File: config.mk
export PLATFORM = sky130hd
export DESIGN_NAME = mem_port_arbiter
export DESIGN_NICKNAME = d
export VERILOG_FILES = /design/src/rtl/mem_port_arbiter.sv
export SDC_FILE = /design/constraint.sdc
export NUM_CORES = 1
export LEC_CHECK = 0
export ABC_CLOCK_PERIOD_IN_PS = 4700
export CAP_MARGIN = 20
export CORE_UTILIZATION = 44
export DETAILED_ROUTE_END_ITERATION = 8
export PLACE_DENSITY = 0.82
export SETUP_SLACK_MARGIN = 0.5
export SYNTH_ARGS = -nofsm -noshare
export SYNTH_HDL_FRONTEND = slang
export SYNTH_SLANG_ARGS = --single-unit
File: constraint.sdc
create_clock -name Clock -period 4.7 [get_ports Clock]
set_input_delay 1.41 -clock Clock [delete_from_list [all_inputs] [get_ports Clock]]
set_output_delay 1.41 -clock Clock [all_outputs]
set_load 0.005 [all_outputs]
File: src/rtl/mem_port_arbiter.sv
// Two-requester arbiter and access sequencer for the single-port main RAM.
// The CPU port and the DMA/loader port share the RAM. One access runs at a time
// through IDLE -> ACC -> (WAIT) -> DONE, with a one-cycle done pulse to the owner.
// Optional feature macro: MEMARB_STARVE_EN builds the DMA starvation counter;
// without it the CPU has strict priority.
module mem_port_arbiter #(
  parameter int unsigned ADDR_W     = 9,
  parameter int unsigned DATA_W     = 32,
  parameter int unsigned READ_LAT   = 1,
  parameter int unsigned STARVE_MAX = 8
) (
  input  logic              Clock,
  input  logic              Reset,
  // CPU port
  input  logic              cpu_req,
  input  logic              cpu_we,
  input  logic [ADDR_W-1:0] cpu_addr,
  input  logic [DATA_W-1:0] cpu_wdata,
  output logic [DATA_W-1:0] cpu_rdata,
  output logic              cpu_done,
  output logic              cpu_stall,
  // DMA port
  input  logic              dma_req,
  input  logic              dma_we,
  input  logic [ADDR_W-1:0] dma_addr,
  input  logic [DATA_W-1:0] dma_wdata,
  output logic [DATA_W-1:0] dma_rdata,
  output logic              dma_done,
  // RAM side
  output logic [ADDR_W-1:0] ram_addr,
  output logic [DATA_W-1:0] ram_wdata,
  output logic              ram_we,
  output logic              ram_re,
  input  logic [DATA_W-1:0] ram_rdata
);

  typedef enum logic [1:0] {StIdle, StAcc, StWait, StDone} state_e;

  state_e              state_q, state_d;
  logic                owner_q, owner_d;  // 1 = DMA owns the current access
  logic                we_q, we_d;
  logic [ADDR_W-1:0]   addr_q, addr_d;
  logic [DATA_W-1:0]   wdata_q, wdata_d;
  logic [2:0]          lat_q, lat_d;
  logic [DATA_W-1:0]   cpu_rdata_q, cpu_rdata_d;
  logic [DATA_W-1:0]   dma_rdata_q, dma_rdata_d;

  logic                starve_flag;
  logic                grant_dma;
  logic                grant_cpu;

  // Arbitration: DMA wins when it is alone or when it has waited too long.
  assign grant_dma = (state_q == StIdle) && dma_req && (!cpu_req || starve_flag);
  assign grant_cpu = (state_q == StIdle) && cpu_req && !grant_dma;

`ifdef MEMARB_STARVE_EN
  logic [7:0] starve_q, starve_d;
  logic       dma_owns;

  assign dma_owns    = (state_q != StIdle) && owner_q;
  assign starve_flag = (32'(starve_q) >= STARVE_MAX);

  // Saturating count of cycles DMA has been kept waiting; cleared on its grant.
  always_comb begin
    starve_d = starve_q;
    if (grant_dma) begin
      starve_d = '0;
    end else if (dma_req && !dma_owns && (starve_q != 8'hFF)) begin
      starve_d = starve_q + 8'd1;
    end
  end

  // Starvation counter register.
  always_ff @(posedge Clock or negedge Reset) begin
    if (!Reset) begin
      starve_q <= '0;
    end else begin
      starve_q <= starve_d;
    end
  end
`else
  // Strict CPU priority; the limit only matters when the counter is built.
  assign starve_flag = 1'b0 & (STARVE_MAX != 0);
`endif

  // Next-state and datapath capture for the access sequencer.
  always_comb begin
    state_d     = state_q;
    owner_d     = owner_q;
    we_d        = we_q;
    addr_d      = addr_q;
    wdata_d     = wdata_q;
    lat_d       = lat_q;
    cpu_rdata_d = cpu_rdata_q;
    dma_rdata_d = dma_rdata_q;

    unique case (state_q)
      StIdle: begin
        if (grant_dma) begin
          owner_d = 1'b1;
          we_d    = dma_we;
          addr_d  = dma_addr;
          wdata_d = dma_wdata;
          state_d = StAcc;
        end else if (grant_cpu) begin
          owner_d = 1'b0;
          we_d    = cpu_we;
          addr_d  = cpu_addr;
          wdata_d = cpu_wdata;
          state_d = StAcc;
        end
      end
      StAcc: begin
        if (we_q) begin
          state_d = StDone;
        end else begin
          lat_d   = 3'(READ_LAT);
          state_d = StWait;
        end
      end
      StWait: begin
        // Count 1 is the cycle in which the RAM presents the read word.
        if (lat_q == 3'd1) begin
          if (owner_q) begin
            dma_rdata_d = ram_rdata;
          end else begin
            cpu_rdata_d = ram_rdata;
          end
          state_d = StDone;
        end else begin
          lat_d = lat_q - 3'd1;
        end
      end
      StDone: begin
        state_d = StIdle;
      end
      default: begin
        state_d = StIdle;
      end
    endcase
  end

  // State and latched access registers.
  always_ff @(posedge Clock or negedge Reset) begin
    if (!Reset) begin
      state_q     <= StIdle;
      owner_q     <= 1'b0;
      we_q        <= 1'b0;
      addr_q      <= '0;
      wdata_q     <= '0;
      lat_q       <= '0;
      cpu_rdata_q <= '0;
      dma_rdata_q <= '0;
    end else begin
      state_q     <= state_d;
      owner_q     <= owner_d;
      we_q        <= we_d;
      addr_q      <= addr_d;
      wdata_q     <= wdata_d;
      lat_q       <= lat_d;
      cpu_rdata_q <= cpu_rdata_d;
      dma_rdata_q <= dma_rdata_d;
    end
  end

  // RAM strobes and completion outputs decoded from the state register, so an
  // asynchronous reset clears them immediately.
  always_comb begin
    ram_we    = (state_q == StAcc) && we_q;
    ram_re    = (state_q == StAcc) && !we_q;
    ram_addr  = (state_q == StIdle) ? '0 : addr_q;
    ram_wdata = (state_q == StIdle) ? '0 : wdata_q;
    cpu_done  = (state_q == StDone) && !owner_q;
    dma_done  = (state_q == StDone) && owner_q;
    cpu_stall = cpu_req && !cpu_done;
    cpu_rdata = cpu_rdata_q;
    dma_rdata = dma_rdata_q;
  end

endmodule

==> flow_summary.json, run 1 <==
{
  "slowest_delay_ns": 0.52,
  "viasPerCell": 5.18,
  "htreeDepth": 3,
  "fin_crit_ns": 3.99,
  "ioPinCount": 230,
  "synth_ff_type": "dfrtp_1",
  "io_buffer_count": 229,
  "coreArea_um2": 10800,
  "holdBufCountCts": 0,
  "cts_tree": "done",
  "fillCellCount": 803,
  "synth.top_cell.area_share": 0.576,
  "netlist_instances": 413,
  "totalWireLength_mm": 12.8,
  "drive_gt1_frac": 0.144,
  "drv_cap": 0,
  "min_path_type": "reg -> reg",
  "p_leak_nw": 3.27,
  "path_cells": "clkdlybuf4s50_1 > nor2b_1 > clkdlybuf4s50_1",
  "critPathMostFrequentCell": "clkdlybuf4s50_1",
  "fin_crit_sh": 0.850,
  "timing.setup.tns_ns": 0,
  "first_iter_violations": 171,
  "crit_fanout": 4,
  "multi_input_area_um2": 1750,
  "die-height_um": 107,
  "swShare": 0.316,
  "drc": 0,
  "rsz0062_at_grt": "false",
  "yosysSeqAreaShare": 0.576,
  "fin_area_um2": 7460,
  "setup.worst_path.start": "cpu_req",
  "synth_async_sr_flop_share": 1.00,
  "worstMarginPinSlew_ns": 0.902,
  "grt_pass1_wl_mm": 19.9,
  "p_seq_frac": 0.343,
  "grt_usage": 0.226,
  "register_area_um2": 2800,
  "r2r_start": "state_q[0]$_DFFE_PN0P_",
  "critical-path-top-delay-family": "buffers and inverters",
  "pre_cts_ws_ns": 0.701,
  "skew_ns": 0.0144,
  "synth.most_common_cell": "dfrtp_1",
  "synth-seq-cells": 112,
  "synth_top_cell_by_area": "dfrtp_1",
  "share_comb_of_total_power": 0.535,
  "area_growth_pct": 53.3,
  "clock-root-buffer": "clkbuf_8",
  "syn_area_per_cell_um2": 11.8,
  "power.switching_mw": 1.54,
  "worst_setup_path_end_kind": "primary output",
  "ys_top_cells_by_area": "dfrtp_1 58%, mux2_2 9.7%, mux2_4 6.2%, o22ai_1 5.4%, a21oi_1 4.3%",
  "synth_cell_type_count": 38,
  "cp_data_arrival_time_ns": 2.58,
  "grt_pass1_vias": 4134,
  "max_freq_mhz": 250,
  "cts.path.max_buffers": 2,
  "min_from": "cpu_rdata[9]$_DFFE_PN0P_",
  "vias": 4038,
  "clk_latency_ns": 0.36,
  "rows": 38,
  "wl_per_cell_um": 16.4,
  "cts_num_sinks": 112,
  "syn_nets": 540,
  "power_frac_clock": 0.122,
  "setup_violations": 0,
  "initial_utilization": 0.451,
  "first_pass_iters": 4,
  "final_nets": 762,
  "status": "finished clean",
  "whs_ns": 0.511,
  "antenna_cells": 0,
  "grt_overflow_total": 0,
  "post_cts_buffers": 0,
  "synth_common_cells": "112 x dfrtp_1, 47 x inv_1",
  "worst_slack_ns": 0.706,
  "hpwl_mm": 9.53,
  "numCtsBuffers": 9,
  "startpoint_type": "input port",
  "worstPathRequired_ns": 3.29,
  "synth_area_um2": 4860,
  "dpl_cell_area_um2": 7250,
  "critical_path.slowest_cell": "clkdlybuf4s50_1",
  "ant_nets": 0,
  "slew_violations": 0,
  "crit_buf_inv": 2,
  "gp_congestion": 0.772,
  "p_int_mw": 3.33,
  "grt_max_degree": 57,
  "yosys_warnings": 0,
  "slew_headroom": 0.398,
  "die_w_um": 107,
  "peakVddDrop_mv": 0.313,
  "grt_antenna_before_repair": 0,
  "ctsResizeCount": 0,
  "powerDensity_nw_per_um2": 654,
  "worstSetupPathType": "in -> out",
  "synth_edf_count": 0,
  "hold_viol": 0,
  "die_area_um2": 11500,
  "clk_pin_slew_worst_paths_ns": 0.09
}
[state kept, by name, summed over array words and instances (netlist names)]
name	cells
cpu_rdata	32
dma_rdata	32
wdata_q	32
addr_q	9
lat_q	3
state_q	2
owner_q	1
we_q	1
[kinds of logic after synthesis]
kind of cell / synth area share
AO/OA/AOI/OAI: 0.115
adder cells (fa/ha/maj): 0.0180
buffers and inverters: 0.0651
flip-flops: 0.576
multiplexers: 0.168
AND/OR/NAND/NOR: 0.0579
[area by class of cell]
cell class	instances	area share
timing repair buffer	236	0.314
clock inverter	5	0.00822
sequential	112	0.376
clock buffer	11	0.0203
inverter	48	0.0242
multi-input combinational	228	0.234
tap	140	0.0235
[per-layer routing]
metal	global-route usage	vias to the layer above	routed length [um]
met4	0.0783	0	163
met2	0.413	177	6560
met5	0	-	0
met1	0.261	1986	5100
li1	-	1864	-
met3	0.0444	11	936
[placed cells by master, fill, tap and decap left out, types with 2 or more instances in the layout]
cell	count
a21oi_1	42
clkdlybuf4s50_1	228
nor2b_1	3
o21ai_0	3
dfrtp_1	112
buf_4	8
inv_6	2
mux2_2	42
mux2_4	20
clkbuf_8	11
o22ai_1	42
nor2_1	42
nand2_1	3
nand3_1	2
ha_1	7
mux2_1	3
inv_1	47
[power groups by stage]
stage / sequential, mW / clock [mW] / combinational [mW]
2_1_floorplan: 1.68 / 0 / 1.17
3_3_place_gp: 1.66 / 0 / 2.54
3_5_place_dp: 1.70 / 0 / 2.62
4_1_cts: 1.68 / 0.607 / 2.64
5_1_grt: 1.73 / 0.648 / 2.82
6_report: 1.67 / 0.593 / 2.61
[per-stage QoR]
| step | utilization | cells | power (mW) |
|---|---|---|---|
| 2_1_floorplan | - | 413 | 2.85 |
| 3_3_place_gp | 0.671 | 764 | 4.20 |
| 3_5_place_dp | 0.671 | 764 | 4.32 |
| 4_1_cts | 0.691 | 780 | 4.92 |
| 5_1_grt | 0.691 | 780 | 5.20 |
| 6_report | 0.691 | 780 | 4.87 |
[path summary, 6_finish.rpt]
check / slack [ns] / cells past startpoint / to
min in group asynchronous: 1.07 / 1 / cpu_rdata[13]$_DFFE_PN0P_
max in group asynchronous: 2.76 / 2 / addr_q[5]$_DFFE_PN0P_
worst max register to register: 2.21 / 4 / dma_rdata[22]$_DFFE_PN0P_
worst min register to register: 0.51 / 1 / cpu_rdata[9]$_DFFE_PN0P_
worst max-delay path: 0.71 / 3 / cpu_stall
worst min-delay path: 0.51 / 1 / cpu_rdata[9]$_DFFE_PN0P_
Power figures use the tool's default switching activity.
==> inputs of run 2 (changes only) <==
Settings changed: ABC_CLOCK_PERIOD_IN_PS 4700 to 3790, CORE_UTILIZATION 44 to 41, PLACE_DENSITY 0.82 to 0.77.
Clock period 4.7 ns to 3.79 ns, I/O delays scaled along.
==> flow_summary.json, run 2 (synthesis results as in run 1) <==
{
  "io_buffer_count": 229,
  "clk_latency_ns": 0.34,
  "initial_utilization": 0.424,
  "cts_num_sinks": 112,
  "viasPerCell": 5.04,
  "htreeDepth": 3,
  "drc": 0,
  "grt_pass1_wl_mm": 21.9,
  "p_leak_nw": 3.32,
  "hold_viol": 0,
  "worst_setup_path_end_kind": "primary output",
  "gp_congestion": 0.858,
  "status": "finished clean",
  "powerDensity_nw_per_um2": 834,
  "vias": 3946,
  "cts_tree": "done",
  "grt_pass1_vias": 4333,
  "coreArea_um2": 11500,
  "fin_area_um2": 7590,
  "numCtsBuffers": 9,
  "max_freq_mhz": 315,
  "slowest_delay_ns": 0.51,
  "drv_cap": 0,
  "die-height_um": 111,
  "drive_gt1_frac": 0.144,
  "worst_slack_ns": 0.617,
  "register_area_um2": 2800,
  "grt_antenna_before_repair": 0,
  "slew_headroom": 0.407,
  "area_growth_pct": 56.1,
  "dpl_cell_area_um2": 7270,
  "slew_violations": 0,
  "fin_crit_sh": 0.837,
  "critical_path.slowest_cell": "clkdlybuf4s50_1",
  "worstSetupPathType": "in -> out",
  "worstMarginPinSlew_ns": 0.889,
  "crit_fanout": 4,
  "worstPathRequired_ns": 2.65,
  "antenna_cells": 0,
  "wl_per_cell_um": 17.5,
  "pre_cts_ws_ns": 0.344,
  "timing.setup.tns_ns": 0,
  "rows": 39,
  "first_iter_violations": 134,
  "rsz0062_at_grt": "false",
  "die_w_um": 111,
  "totalWireLength_mm": 13.7,
  "cts.path.max_buffers": 2,
  "clock-root-buffer": "clkbuf_16",
  "first_pass_iters": 4,
  "peakVddDrop_mv": 0.508,
  "startpoint_type": "input port",
  "setup_violations": 0,
  "skew_ns": 0.00796,
  "ant_nets": 0,
  "min_path_type": "reg -> reg",
  "final_nets": 762,
  "cp_data_arrival_time_ns": 2.04,
  "post_cts_buffers": 0,
  "layout_common_cells": "227 x clkdlybuf4s50_1, 112 x dfrtp_1, 47 x inv_1",
  "fillCellCount": 905,
  "grt_overflow_total": 0,
  "die_area_um2": 12300,
  "fin_util": 0.662,
  "grt_usage": 0.227,
  "fin_crit_ns": 3.17,
  "hpwl_mm": 10.2,
  "clk_pin_slew_worst_paths_ns": 0.08,
  "multi_input_area_um2": 1750,
  "ioPinCount": 230,
  "grt_max_degree": 60,
  "holdBufCountCts": 0,
  "path_cells": "dlygate4sd2_1 > nor2b_1 > clkdlybuf4s50_1",
  "final_common_cell": "clkdlybuf4s50_1"
}
[run 2: cell types whose count changed in the layout (fill, tap and decap cells not counted), sizes merged]
cell / change
clkdlybuf4s50: -1
clkinvlp: +1
dlygate4sd2: +1
inv: -1
[run 2: timing repair]
item                       4_1_cts  5_1_grt
gates resized for setup          2        4
hold endpoints to repair         0        0
setup endpoints to repair       42       41
pin swaps                        0        0
[run 2: through the flow]
step / hold WS [ns] / power [mW] / cells
after floorplan: 0.481 / 3.53 / 413
after CTS: 0.510 / 6.39 / 783
after global routing: 0.527 / 6.70 / 783
after global placement: 0.472 / 5.26 / 767
final: 0.504 / 6.34 / 783
after detailed placement: 0.493 / 5.39 / 767
[run 2: final timing paths]
kind                                      startpoint                         to  slack [ns]  cells past startpoint
setup / recovery                             cpu_req                  cpu_stall        0.62                      3
max in group asynchronous                      Reset  dma_rdata[25]$_DFFE_PN0P_        2.19                      2
hold / removal             dma_rdata[22]$_DFFE_PN0P_  dma_rdata[22]$_DFFE_PN0P_        0.50                      1
setup reg to reg              state_q[0]$_DFFE_PN0P_  dma_rdata[21]$_DFFE_PN0P_        1.34                      4
min in group asynchronous                      Reset  dma_rdata[17]$_DFFE_PN0P_        0.83                      1
hold reg to reg            dma_rdata[22]$_DFFE_PN0P_  dma_rdata[22]$_DFFE_PN0P_        0.50                      1
[run 2: final cells by class]
class	instances	area share
flip-flops and latches	112	0.369
repair buffers	236	0.313
multi-input cells	228	0.230
clock buffers	11	0.0320
inverters	48	0.0237
well taps	143	0.0236
clock inverters	5	0.00840
[run 2: metal layers]
| metal | track usage | vias up | routed length (um) |
|---|---|---|---|
| met5 | 0 | - | 0 |
| met3 | 0.0443 | 31 | 471 |
| li1 | - | 1857 | - |
| met4 | 0.0987 | 0 | 420 |
| met2 | 0.418 | 95 | 7470 |
| met1 | 0.252 | 1963 | 5360 |
[run 2: where the power goes]
group / leakage [nW] / switching, mW / internal (mW)
clock: 0.146 / 0.431 / 0.536
combinational: 1.90 / 1.27 / 2.02
sequential: 1.28 / 0.284 / 1.79
[run 2: critical path: cells and delay by family]
family | cells | cell delay [ns]
buffers and inverters | 2 | 0.76
AND/OR/NAND/NOR | 1 | 0.14
==> inputs of run 3 (changes only) <==
Settings changed: ABC_CLOCK_PERIOD_IN_PS 3790 to 3100.
Clock period 3.79 ns to 3.1 ns, I/O delays scaled along.
==> flow_summary.json, run 3 (synthesis results as in run 1) <==
{
  "rsz0062_at_grt": "true",
  "p_seq_frac": 0.318,
  "die-height_um": 111,
  "clk_latency_ns": 0.34,
  "area_growth_pct": 60.6,
  "gp_congestion": 0.871,
  "drv_cap": 0,
  "drive_gt1_frac": 0.173,
  "fillCellCount": 887,
  "worstSetupPathType": "reg -> out",
  "hpwl_mm": 9.90,
  "power.total_mw": 7.96,
  "peakVddDrop_mv": 0.559,
  "final_common_cell": "clkdlybuf4s50_1",
  "grt_max_degree": 56,
  "crit_fanout": 3,
  "io_buffer_count": 229,
  "totalWireLength_mm": 14.0,
  "drc": 0,
  "numCtsBuffers": 9,
  "vias": 3983,
  "die_w_um": 111,
  "hold_viol": 0,
  "grt_usage": 0.227,
  "grt_antenna_before_repair": 0,
  "worstPathRequired_ns": 2.17,
  "fin_crit_sh": 0.831,
  "p_leak_nw": 3.51,
  "htreeDepth": 3,
  "worstMarginPinSlew_ns": 0.597,
  "worst_setup_path_end_kind": "primary output",
  "timing.setup.tns_ns": 0,
  "cts_tree": "done",
  "rows": 39,
  "clock-root-buffer": "clkbuf_16",
  "ant_nets": 0,
  "cp_data_arrival_time_ns": 1.65,
  "worst_slack_ns": 0.524,
  "first_iter_violations": 137,
  "die_area_um2": 12300,
  "min_path_type": "reg -> reg",
  "powerDensity_nw_per_um2": 1020,
  "p_int_mw": 5.43,
  "critical_path.slowest_cell": "clkdlybuf4s50_1",
  "grt_overflow_total": 0,
  "viasPerCell": 5.00,
  "wl_per_cell_um": 17.6,
  "power.switching_mw": 2.53,
  "slew_violations": 0,
  "grt_pass1_vias": 4260,
  "slowest_delay_ns": 0.50,
  "cts_num_sinks": 112,
  "share_comb_of_total_power": 0.514,
  "power_frac_clock": 0.168,
  "swShare": 0.318,
  "coreArea_um2": 11500,
  "slew_headroom": 0.602,
  "cts.path.max_buffers": 2,
  "initial_utilization": 0.424,
  "path_cells": "buf_4 > ha_4 > nand2_2 > inv_2 > clkdlybuf4s50_1",
  "ioPinCount": 230,
  "startpoint_type": "flop",
  "pre_cts_ws_ns": 0.133,
  "status": "finished clean",
  "antenna_cells": 0,
  "layout_common_cells": "183 x clkdlybuf4s50_1, 112 x dfrtp_1, 44 x inv_1",
  "first_pass_iters": 5,
  "holdBufCountCts": 0,
  "fin_crit_ns": 2.58,
  "clk_pin_slew_worst_paths_ns": 0.07,
  "setup_violations": 0,
  "skew_ns": 0.00699,
  "final_nets": 775,
  "max_freq_mhz": 388,
  "grt_pass1_wl_mm": 22.1
}
run 3: cell count changes in the layout (fill, tap and decap cells not counted), sizes merged:
cell           delta
buf              +12
bufinv            +2
clkdlybuf4s15    +21
clkdlybuf4s50    -44
clkinv            -1
dlygate4sd2      +20
dlymetal6s2s      +2
inv               +1
run 3: worst max-delay path: cells and delay by family (launching register included):
| family | cells | cell delay, ns |
|---|---|---|
| fa+ha+maj | 1 | 0.15 |
| buf+inv | 3 | 0.72 |
| flops | 1 | 0.38 |
| simple gates | 1 | 0.07 |
run 3: final cells by class:
type	instances	area (um^2)	area share
clock buffer	9	225	0.0288
clock inverter	7	126	0.0162
inverter	48	180	0.0231
multi-input combinational	228	1780	0.228
sequential	112	2800	0.359
tap	143	179	0.0229
timing repair buffer	249	2520	0.322
run 3: power by group through the flow:
stage / clock network (mW) / logic (mW) / registers, mW
2_1_floorplan: 0 / 1.77 / 2.54
3_3_place_gp: 0 / 3.94 / 2.52
3_5_place_dp: 0 / 4.04 / 2.56
4_1_cts: 1.37 / 3.93 / 2.53
5_1_grt: 1.42 / 4.39 / 2.61
6_report: 1.34 / 4.09 / 2.53
run 3: metrics by stage:
stage | cells | hold slack [ns] | area [um^2] | utilization
final | 796 | 0.496 | 7810 | 0.681
after global routing | 796 | 0.521 | 7810 | 0.681
after CTS | 791 | 0.506 | 7680 | 0.670
after detailed placement | 768 | 0.489 | 7290 | 0.636
after global placement | 768 | 0.473 | 7290 | 0.636
after floorplan | 413 | 0.481 | 4860 | -
run 3: repair_timing:
| action | 4_1_cts | 5_1_grt |
|---|---|---|
| setup endpoints to repair | 45 | 46 |
| pin swaps | 0 | 1 |
| setup buffers | 6 | 2 |
| gates resized for setup | 54 | 28 |
| gates cloned | 1 | 3 |
run 3: per-layer routing:
metal / part of all wire / track usage
met5: 0 / 0
met4: 0.023 / 0.0782
met3: 0.036 / 0.0377
met2: 0.53 / 0.416
met1: 0.41 / 0.269
run 3: final timing paths:
| path | cells after the start | startpoint | endpoint | slack [ns] |
|---|---|---|---|---|
| setup / recovery | 5 | state_q[0]$_DFFE_PN0P_ | ram_we | 0.52 |
| hold / removal | 1 | dma_rdata[21]$_DFFE_PN0P_ | dma_rdata[21]$_DFFE_PN0P_ | 0.50 |
| setup reg to reg | 7 | state_q[0]$_DFFE_PN0P_ | cpu_rdata[9]$_DFFE_PN0P_ | 0.72 |
| hold reg to reg | 1 | dma_rdata[21]$_DFFE_PN0P_ | dma_rdata[21]$_DFFE_PN0P_ | 0.50 |
| max in group asynchronous | 2 | Reset | cpu_rdata[22]$_DFFE_PN0P_ | 1.87 |
| min in group asynchronous | 1 | Reset | dma_rdata[1]$_DFFE_PN0P_ | 0.55 |
